`src/rtl/tx_arbiter.sv`:
```
`default_nettype none
// ============================================================================
// Module   : tx_arbiter
// Function : Packet-level round-robin arbiter in front of a UART transmit
//            pipe. Grant is held from first byte to the byte marked last;
//            a stall watchdog revokes a grant whose owner stops supplying
//            bytes mid-packet.
// Revision : 1.0 - initial release
// ============================================================================
module tx_arbiter #(
    parameter int N_REQ   = 4,
    parameter int TIMEOUT = 1_200_000,
    parameter int WIDTH   = 8
) (
    input  logic                     clk,
    input  logic                     rst,
    input  logic [N_REQ-1:0]         req_valid,
    input  logic [N_REQ*WIDTH-1:0]   req_data,
    input  logic [N_REQ-1:0]         req_last,
    output logic [N_REQ-1:0]         req_ready,
    output logic                     out_push,
    output logic [WIDTH-1:0]         out_data,
    input  logic                     out_full,
    output logic [$clog2(N_REQ)-1:0] grant_id,
    output logic                     busy,
    output logic                     timeout_err
);

    localparam int GW = $clog2(N_REQ);
    localparam logic [GW-1:0] c_LAST_RESET  = GW'(N_REQ - 1);
    localparam logic [31:0]   c_STALL_LIMIT = 32'(TIMEOUT - 1);
    localparam logic          c_WDOG_EN     = (TIMEOUT != 0);

    typedef enum logic [0:0] {
        S_IDLE  = 1'b0,
        S_GRANT = 1'b1
    } state_t;

    state_t        r_state;
    state_t        w_state_nxt;
    logic [GW-1:0] r_last_grant;
    logic [GW-1:0] r_grant_id;
    logic [31:0]   r_stall_cnt;
    logic          r_timeout_err;

    logic [GW-1:0] w_sel;
    logic          w_sel_found;
    int            w_scan_idx;
    logic          w_g_valid;
    logic          w_g_last;
    logic          w_xfer;
    logic          w_starved;
    logic          w_expire;

    // Owner's handshake bits and byte; after reset grant_id is 0 so the
    // byte-0 lane is presented, keeping out_data deterministic.
    assign w_g_valid   = req_valid[r_grant_id];
    assign w_g_last    = req_last[r_grant_id];
    assign out_data    = req_data[{r_grant_id, 3'b000} +: WIDTH];
    assign grant_id    = r_grant_id;
    assign busy        = (r_state == S_GRANT);
    assign timeout_err = r_timeout_err;

    // Round-robin pick: first valid requester scanning upward from last_grant+1.
    always_comb begin
        w_sel       = '0;
        w_sel_found = 1'b0;
        w_scan_idx  = 0;
        for (int k = 1; k <= N_REQ; k++) begin
            w_scan_idx = int'(r_last_grant) + k;
            if (w_scan_idx >= N_REQ) begin
                w_scan_idx = w_scan_idx - N_REQ;
            end
            if (!w_sel_found && req_valid[w_scan_idx[GW-1:0]]) begin
                w_sel       = w_scan_idx[GW-1:0];
                w_sel_found = 1'b1;
            end
        end
    end

    // State register.
    always_ff @(posedge clk) begin
        if (rst) begin
            r_state <= S_IDLE;
        end else begin
            r_state <= w_state_nxt;
        end
    end

    // Next state, handshake and watchdog decode. Handshakes are masked while
    // rst is high so no byte is consumed on the cycle the grant is dropped.
    always_comb begin
        w_state_nxt = r_state;
        req_ready   = '0;
        out_push    = 1'b0;
        w_xfer      = 1'b0;
        w_starved   = 1'b0;
        w_expire    = 1'b0;
        case (r_state)
            S_IDLE: begin
                if (|req_valid) begin
                    w_state_nxt = S_GRANT;
                end
            end
            S_GRANT: begin
                req_ready[r_grant_id] = !rst && !out_full;
                w_xfer    = !rst && w_g_valid && !out_full;
                out_push  = w_xfer;
                // Back-pressure with data waiting is not starvation.
                w_starved = c_WDOG_EN && !w_g_valid;
                w_expire  = w_starved && (r_stall_cnt == c_STALL_LIMIT);
                if ((w_xfer && w_g_last) || w_expire) begin
                    w_state_nxt = S_IDLE;
                end
            end
            default: begin
                w_state_nxt = S_IDLE;
            end
        endcase
    end

    // Grant bookkeeping, stall counter and timeout pulse.
    always_ff @(posedge clk) begin
        if (rst) begin
            r_last_grant  <= c_LAST_RESET;
            r_grant_id    <= '0;
            r_stall_cnt   <= '0;
            r_timeout_err <= 1'b0;
        end else begin
            r_timeout_err <= w_expire;
            if (r_state == S_IDLE) begin
                if (w_sel_found) begin
                    r_grant_id  <= w_sel;
                    r_stall_cnt <= '0;
                end
            end else begin
                if (w_xfer) begin
                    if (w_g_last) begin
                        r_last_grant <= r_grant_id;
                    end else begin
                        r_stall_cnt <= '0;
                    end
                end else if (w_expire) begin
                    r_last_grant <= r_grant_id;
                end else if (w_starved) begin
                    r_stall_cnt <= r_stall_cnt + 32'd1;
                end
            end
        end
    end

endmodule
`default_nettype wire

```
`config.mk`:
```
export PLATFORM = sky130hd
export DESIGN_NAME = tx_arbiter
export DESIGN_NICKNAME = d
export VERILOG_FILES = /design/src/rtl/tx_arbiter.sv
export SDC_FILE = /design/constraint.sdc
export NUM_CORES = 1
export LEC_CHECK = 0
export BUFFER_PORTS_ARGS = -buffer_cell sky130_fd_sc_hd__buf_2
export CAP_MARGIN = 20
export CORE_MARGIN = 2
export CORE_UTILIZATION = 30
export CTS_CLUSTER_DIAMETER = 200
export DETAILED_ROUTE_END_ITERATION = 10
export SYNTH_ARGS = -nofsm -noshare
export SYNTH_HDL_FRONTEND = slang
export SYNTH_SLANG_ARGS = --single-unit
export TNS_END_PERCENT = 100
```
`constraint.sdc`:
```
create_clock -name clk -period 2.4 [get_ports clk]
set_clock_uncertainty 0.15 [all_clocks]
set_input_delay 0.48 -clock clk [delete_from_list [all_inputs] [get_ports clk]]
set_output_delay 0.48 -clock clk [all_outputs]
set_load 0.1 [all_outputs]
```
==> summary.md, run 1 <==
The flow ran to the end, and the final reports show no timing, DRC or antenna violations. The global routing stage identified its most utilized layer as met2. For this run, the leading register cell type out of synthesis is sky130_fd_sc_hd__dfxtp_1. The largest family of logic cells by synthesized area was simple AND/OR/NAND/NOR gates. For the total negative slack for setup checks, the log shows 0 ps. Clock latency of the later-clocked register in the worst-skew pair: 290 ps. The utilization of the core after routing came out at 0.412. Total clock sinks: 38. For this design, the CTS-stage hold fixing added 0 buffers. The detailed router finished its first iteration with 169 violations. Ratio of routed vias to standard cells: 5.73.

After floorplanning, the core was divided into 33 placement rows. For this run, the slowest stage of the critical path takes 510 ps. Number of cells after detailed placement: 482.

Clock tree synthesis inserted a total of 5 buffers. Each instance of the synthesized netlist takes up on average 8.45 µm². Buffers placed on the I/O ports in this run total 59. The portion of synthesized cell area occupied by the leading cell type was 0.303.

Setup repair after global routing left no endpoint under its margin. Detailed placement finished with a half-perimeter wire length of 5850 µm. The worst register-to-register path has a setup slack of 140 ps. Walking the worst path, the cells encountered are buf_4 -> mux4_2 -> buf_2.

The number of standard cells in the final layout excluding fillers was 490; the final estimated routing congestion in global placement was 0.864. The core footprint was 8180 µm². In the final routed layout, each cell accounts on average for 16.1 µm. 0 antenna diodes ended up in the layout. Post-synthesis share of cell area spent on xor and xnor gates: 0. For this run the aggregate overflow at the end of global routing stands at 0. During I/O placement, the number of pins put on the boundary was 60. The number of antenna violations at the first check in global routing is 0.

Sorting the synthesized cells by area gives the leading types as sky130_fd_sc_hd__dfxtp_1 30%, sky130_fd_sc_hd__mux4_2 9.0%, sky130_fd_sc_hd__and3_1 4.5%. The final critical-path setup slack is 84.5 ps. Clock root buffer master: sky130_fd_sc_hd__clkbuf_8.

The final layout contains 428 nets. The share of final-layout standard cells stronger than drive strength 1 is 0.364, and the worst vdd rail ir drop is 0.244 mV. The total count of hold-check failures in the final report is 0.

The tools report the normalized max-slew margin as 0.674. The post-synthesis instance area is 2510 µm². The area enclosed by the die boundary is 9110 µm². The start point of the critical path is grant_id[0]. The count of final max-slew check failures was 0. The adder and majority gate portion of the synthesized area works out to 0.00499. The met2 capacity usage during global routing was 0.313. Endpoint type of the worst setup path: an output pin. The tightest hold path in the finished design has a slack of 326 ps.

The clock passes through at most 2 buffers. Data on the critical path is required at its endpoint by 1770 ps. The all-layer global routing usage came out at 0.172.

The clock-pin slew reported for the worst setup and hold paths after clock tree synthesis is 80 ps. Based on the critical path, the design can be clocked at up to 0.432 GHz. The critical path is of the reg -> out type.

The placement-stage worst setup slack is -10.8 ps. In this run the vertical extent of the chip is 95.4 µm. Post-layout minimum cycle time: 2320 ps.

The wire length of the first global-routing pass was 12,400 µm; the width of the die was 95.4 µm. The most area-hungry cell type in the Yosys netlist was sky130_fd_sc_hd__dfxtp_1. Kind of start point of the critical path: a flop.

The share of the synthesized area in compound gates (AO/OA/AOI/OAI) came out at 0.231. The worst hold path terminates at grant_id[1]. The mux contribution to synthesized area is 0.0943, and the number of standard cells after synthesis is 297. The reg-to-reg critical path startpoint was grant_id[1].

The tools report the capture point of the worst reg-to-reg path as r_stall_cnt[6]. The run gives 0.216 as the met1 track utilization from global routing. The run gives 0.0300 as the routing usage on met3.

The via count of the first global-routing pass was 2,573; the count of cell types in the netlist was 46. The power per unit of standard cell area works out to 445 nW/µm². The run gives 0 as the detailed-route DRC error count.

The pin count of the biggest net entering global routing is 21, and the sum of buffers and inverters on the critical path is 2. The startpoint of the lowest-slack hold path is rst. The synthesized design contains 0 enable-type register cells. The tightest min-delay check is of the in -> reg type.

TritonCTS built the clock tree. The H-tree was split into 2 levels. Length in cells of the worst reg-to-reg path: 7. Broken down by cell family, the worst path's largest delay share belongs to buffers and inverters. The final period utilization is 0.965.

For this block, the via count after detailed routing is 2,809. For the worst setup path, the data arrival time is 1690 ps. The starting density of the core is 0.307. The simple-gate portion of the synthesized area is 0.316.

During synthesis, Yosys emitted a total of 0 warnings. Along the worst path, the maximum fanout reaches 8. For the pin with the worst max-slew slack, the measured transition is 493 ps. Before antenna repair, the detailed router went through 5 iterations. Setup violations remaining at the end of the flow were counted as 0. The worst hold path passes through 2 cells. Synthesis inferred 38 register bits. The leakage power of the design was 1.42 nW; the number of nets produced by synthesis was 341.

The number of buffers inserted to repair setup after CTS was 0. Fill cells in the final layout number 851. The proportion of register bits with asynchronous set or reset after synthesis works out to 0. The slowest library cell on the worst path was sky130_fd_sc_hd__mux4_2. Portion of the post-synthesis area used by sequential elements: 0.303. The final layout contains routed wiring with a total length of 7870 µm. The run gives 0 as the number of max-cap violations. The area growth from synthesis to layout is 34.2%.

The detail route stage leaves a number of antenna-violating nets equal to 0.
## synth_stat cells, types with 4 or more instances
cell,number
sky130_fd_sc_hd__a211o_1,7
sky130_fd_sc_hd__a21oi_1,6
sky130_fd_sc_hd__a221o_2,4
sky130_fd_sc_hd__a31oi_1,11
sky130_fd_sc_hd__and2_1,5
sky130_fd_sc_hd__and3_1,18
sky130_fd_sc_hd__clkbuf_1,13
sky130_fd_sc_hd__dfxtp_1,38
sky130_fd_sc_hd__inv_1,8
sky130_fd_sc_hd__mux4_2,10
sky130_fd_sc_hd__nand2_1,12
sky130_fd_sc_hd__nand3_1,21
sky130_fd_sc_hd__nand4_1,13
sky130_fd_sc_hd__nor2_1,24
sky130_fd_sc_hd__nor3_1,15
sky130_fd_sc_hd__nor4_1,13
sky130_fd_sc_hd__nor4b_1,4
sky130_fd_sc_hd__o211ai_1,4
sky130_fd_sc_hd__o21ai_0,17
sky130_fd_sc_hd__o21ba_2,4
sky130_fd_sc_hd__o22a_1,5
sky130_fd_sc_hd__o31ai_1,7
## logic make-up (layout without fill, tap and decap cells)
logic type,Yosys count,after routing
compound gates,79,79
mux,11,11
buf+inv,27,115
simple gates,141,141
flops,38,38
fa+ha+maj,1,1
## metal layers
metal,wire length (µm),part of all wire
met5,0,0
met4,0,0
met3,715,0.091
met2,3830,0.49
met1,3320,0.42
## timing repair
action | CTS | global route
endpoints found under the hold margin | 0 | 0
gates resized for setup | 0 | 2
endpoints found under the setup margin | 0 | 1
## area by class of cell
cell class	count	area, µm²	share of cell area
Timing Repair Buffer	99	683	0.203
Sequential cell	38	772	0.229
Multi-Input combinational cell	232	1670	0.495
Clock buffer	7	76.3	0.0227
Clock inverter	1	6.26	0.00186
Tap cell	105	131	0.0390
Inverter	8	30.0	0.00892
## metrics by stage
stage / power (mW) / area [µm²]
finish: 1.50 / 3370
CTS: 1.52 / 3360
detailed placement: 1.06 / 3280
floorplan: 0.951 / 2580
global route: 1.56 / 3370
global placement: 1.06 / 3280
## power by group
group | internal [mW] | switching [mW]
registers | 0.636 | 0.0103
logic | 0.129 | 0.273
clock network | 0.207 | 0.242
total | 0.972 | 0.525
## flip-flops by register name, summed over array words and instances, names as in the netlist
| register | count |
|---|---|
| r_stall_cnt | 32 |
| grant_id | 2 |
| r_last_grant | 2 |
| busy | 1 |
| timeout_err | 1 |
## layout by cell type, fill, tap and decap left out, drive strengths merged, types with 4 or more instances in the layout
| cell | instances |
|---|---|
| a211o | 7 |
| a21oi | 6 |
| a221o | 4 |
| a31oi | 11 |
| and2 | 5 |
| and3 | 18 |
| buf | 99 |
| clkbuf | 7 |
| dfxtp | 38 |
| inv | 9 |
| mux4 | 10 |
| nand2 | 12 |
| nand3 | 21 |
| nand4 | 13 |
| nor2 | 24 |
| nor3 | 15 |
| nor4 | 14 |
| nor4b | 4 |
| o211ai | 4 |
| o21ai | 17 |
| o21ba | 4 |
| o22a | 5 |
| o31ai | 7 |
## worst max-delay path by stage
stage / end / slack, ps / cells after the start
2_1_floorplan: r_stall_cnt[10] / -60 / 7
3_3_place_gp: r_stall_cnt[0] / 20 / 8
3_5_place_dp: r_stall_cnt[6] / -10 / 8
4_1_cts: out_push / 30 / 4
5_1_grt: out_data[5] / 1 / 3
6_report: out_data[5] / 80 / 3
No activity file was read; power rests on OpenSTA's default activity.
==> run 2, diff against run 1 <==
==> constraint.sdc (replaced) <==
create_clock -name clk -period 2.4 [get_ports clk]
set_clock_uncertainty 0.15 [all_clocks]
set_input_delay 0.24 -clock clk [delete_from_list [all_inputs] [get_ports clk]]
set_output_delay 0.24 -clock clk [all_outputs]
set_load 0.1 [all_outputs]
==> summary.md, run 2 (synthesis gave the netlist of run 1 again) <==
For the pin count of the biggest net entering global routing, the log shows 21 (unchanged). For the starting density of the core, the log shows 0.307 (unchanged). The tools report the total half-perimeter wirelength after legalization and detailed placement as 5780 µm (-1.1%). The data arrival time of the critical path is 2340 ps (+650 ps).

Setup repair after global routing left no endpoint under its margin. The clock latency of the later-clocked register in the worst-skew pair was 290 ps (about the same); the core footprint was 8180 µm² (unchanged). The tools report the number of max-cap violations as 0 (unchanged).

The clock-pin slew reported for the worst setup and hold paths after clock tree synthesis is 80 ps (about the same). For the worst vdd rail ir drop, the log shows 0.333 mV (+36%). Type of the tightest min-delay check: in -> reg. The register with the highest flop count is r_stall_cnt. The width of the die was 95.4 µm (unchanged).

The run gives 60 (unchanged) as the number of top-level pins. The run gives 0 (unchanged) as the count of instances resized after the clock tree is built. For the CTS buffer count, the log shows 5 (unchanged).

The post-layout minimum cycle time was 2300 ps (-17.1 ps); the actual slew at the worst max-slew pin was 517 ps (+24.8 ps). The aggregate routed wire length was 7660 µm (-2.7%); the site row count was 33 (unchanged). The run gives 100 ps (-40 ps) as the internal reg-to-reg setup slack. In the layout the commonest cells are 59 x sky130_fd_sc_hd__buf_2, 35 x sky130_fd_sc_hd__dfxtp_1, 26 x sky130_fd_sc_hd__buf_4.

For the number of hold buffers added after cts, the log shows 0 (unchanged). The flow ran to the end, and the final reports show no timing, DRC or antenna violations. The maximum fanout along the worst path is 6 (-2). The power per unit of standard cell area was 516 nW/µm² (+16%); the share of final-layout standard cells stronger than drive strength 1 was 0.341 (-0.0222). The number of cells after detailed placement is 469 (-2.7%), and the final period utilization is 0.958 (-0.00713). The run gives 38 (unchanged) as the total clock sinks.

The leakage power of the design is 1.37 nW (-4.0%). The total number of vias was 2,689 (-4.3%); the via count of the first global-routing pass was 2,510 (-2.4%). The critical setup path kind is reg -> reg. The tools report the final estimated routing congestion in global placement as 0.870 (+0.71%). The total overflow reported by the global router is 0 (unchanged), and the maximum operating frequency is 0.435 GHz (+0.74%). The number of buffers inserted to repair setup after CTS is 0 (unchanged). The largest buffer count on any clock path was 2 (unchanged).

The number of input and output port buffers inserted was 59 (unchanged); the depth of the CTS H-tree was 2 (unchanged). The total number of nets in the final design was 415 (-3.0%); the number of standard cells in the final layout excluding fillers was 477 (-2.7%). Length in cells of the worst reg-to-reg path: 7 (unchanged).

The logs give 1.67 mW (+12%) for the final total power and 123 (-27%) for the number of design-rule violations left by the first detailed-router iteration. Detailed-router iteration count before antenna repair: 4 (-1). The fill cell instance count of the final layout came out at 865 (+1.6%). The run gives 0 (unchanged) as the final antenna diode count. The number of antenna violations at the first check in global routing came out at 0 (unchanged).

The routed length per placed instance is 16.1 µm (about the same). The tools report the required time of the critical path as 2440 ps (+670 ps). The worst setup path is captured at a flop. Ratio of routed vias to standard cells: 5.64 (-1.7%). The count of final max-slew check failures was 0 (unchanged). The all-layer global routing usage was 0.170 (-0.00212). The logs give 0.657 (-0.0164) for the normalized max-slew margin and 9110 µm² (unchanged) for the area enclosed by the die boundary. The number of cells on the worst hold path works out to 2 (unchanged).

The total of endpoints with negative setup slack in the final report is 0 (unchanged), and the detailed-route DRC error count is 0 (unchanged). The most frequent standard cell in the layout excluding fill and tap cells is sky130_fd_sc_hd__buf_2. For the total count of hold-check failures in the final report, the log shows 0 (unchanged). The kind of start point of the critical path was a flop. The height of the chip works out to 95.4 µm (unchanged).

TritonCTS built the clock tree. The tools report the clock root buffer master as sky130_fd_sc_hd__clkbuf_8. Compared with the post-synthesis result, the final layout area differs by 29.2%. The number of flip-flops in the largest register is 32 (unchanged), and the post-detailed-route count of antenna-violating nets is 0 (unchanged).

The wire length of the first global-routing pass was 12,000 µm (-2.8%).
run 2: cell types whose count changed in the layout (fill, tap and decap cells not counted), sizes merged:
cell / delta
bufinv: +1
buf: -13
inv: -1
run 2: area by class of cell:
| class | count | area, µm² | area share |
|---|---|---|---|
| Clock buffer | 7 | 108 | 0.0332 |
| Tap cell | 105 | 131 | 0.0405 |
| Clock inverter | 1 | 30.0 | 0.00927 |
| Sequential cell | 38 | 769 | 0.237 |
| Multi-Input combinational cell | 232 | 1660 | 0.513 |
| Inverter | 8 | 30.0 | 0.00927 |
| Timing Repair Buffer | 86 | 510 | 0.158 |
run 2: path summary, 6_finish.rpt:
path                                        end       startpoint
worst max register to register  r_stall_cnt[18]   r_stall_cnt[1]
worst max-delay path            r_stall_cnt[18]   r_stall_cnt[1]
worst min-delay path                grant_id[1]              rst
worst min register to register  r_stall_cnt[22]  r_stall_cnt[22]
run 2: critical path, stage by stage, from the launching register on:
cell and delay [ps]:
sky130_fd_sc_hd__dfxtp_1 380, sky130_fd_sc_hd__ha_1 260, sky130_fd_sc_hd__and4_1 320, sky130_fd_sc_hd__nand3_1 120, sky130_fd_sc_hd__or3_1 440, sky130_fd_sc_hd__buf_4 210, sky130_fd_sc_hd__a31oi_1 140, sky130_fd_sc_hd__o21ba_2 170
run 2: layer usage:
layer,vias up,part of all wire,GRT usage
met3,14,0.075,0.0269
li1,1321,-,-
met1,1256,0.43,0.209
met2,98,0.47,0.296
met4,0,0.027,0.0679
met5,-,0,0
run 2: per-stage QoR:
| step | instance area (µm²) | hold WS, ps | TNS, ps | setup slack [ps] | util |
|---|---|---|---|---|---|
| after CTS | 3240 | 52.1 | 0 | 113 | 0.396 |
| after detailed placement | 3100 | 359 | 0 | 135 | 0.380 |
| final | 3240 | 57.6 | 0 | 102 | 0.396 |
| after global placement | 3100 | 350 | 0 | 159 | 0.380 |
| after floorplan | 2560 | 276 | -427 | -102 | - |
| after global routing | 3240 | 80.1 | 0 | 7.96 | 0.396 |
run 2: power by group:
| group | switching (mW) | total (mW) | internal (mW) | leakage, nW |
|---|---|---|---|---|
| clock network | 0.246 | 0.648 | 0.402 | 0.0696 |
| logic | 0.266 | 0.375 | 0.110 | 0.987 |
| registers | 0.0134 | 0.650 | 0.637 | 0.308 |
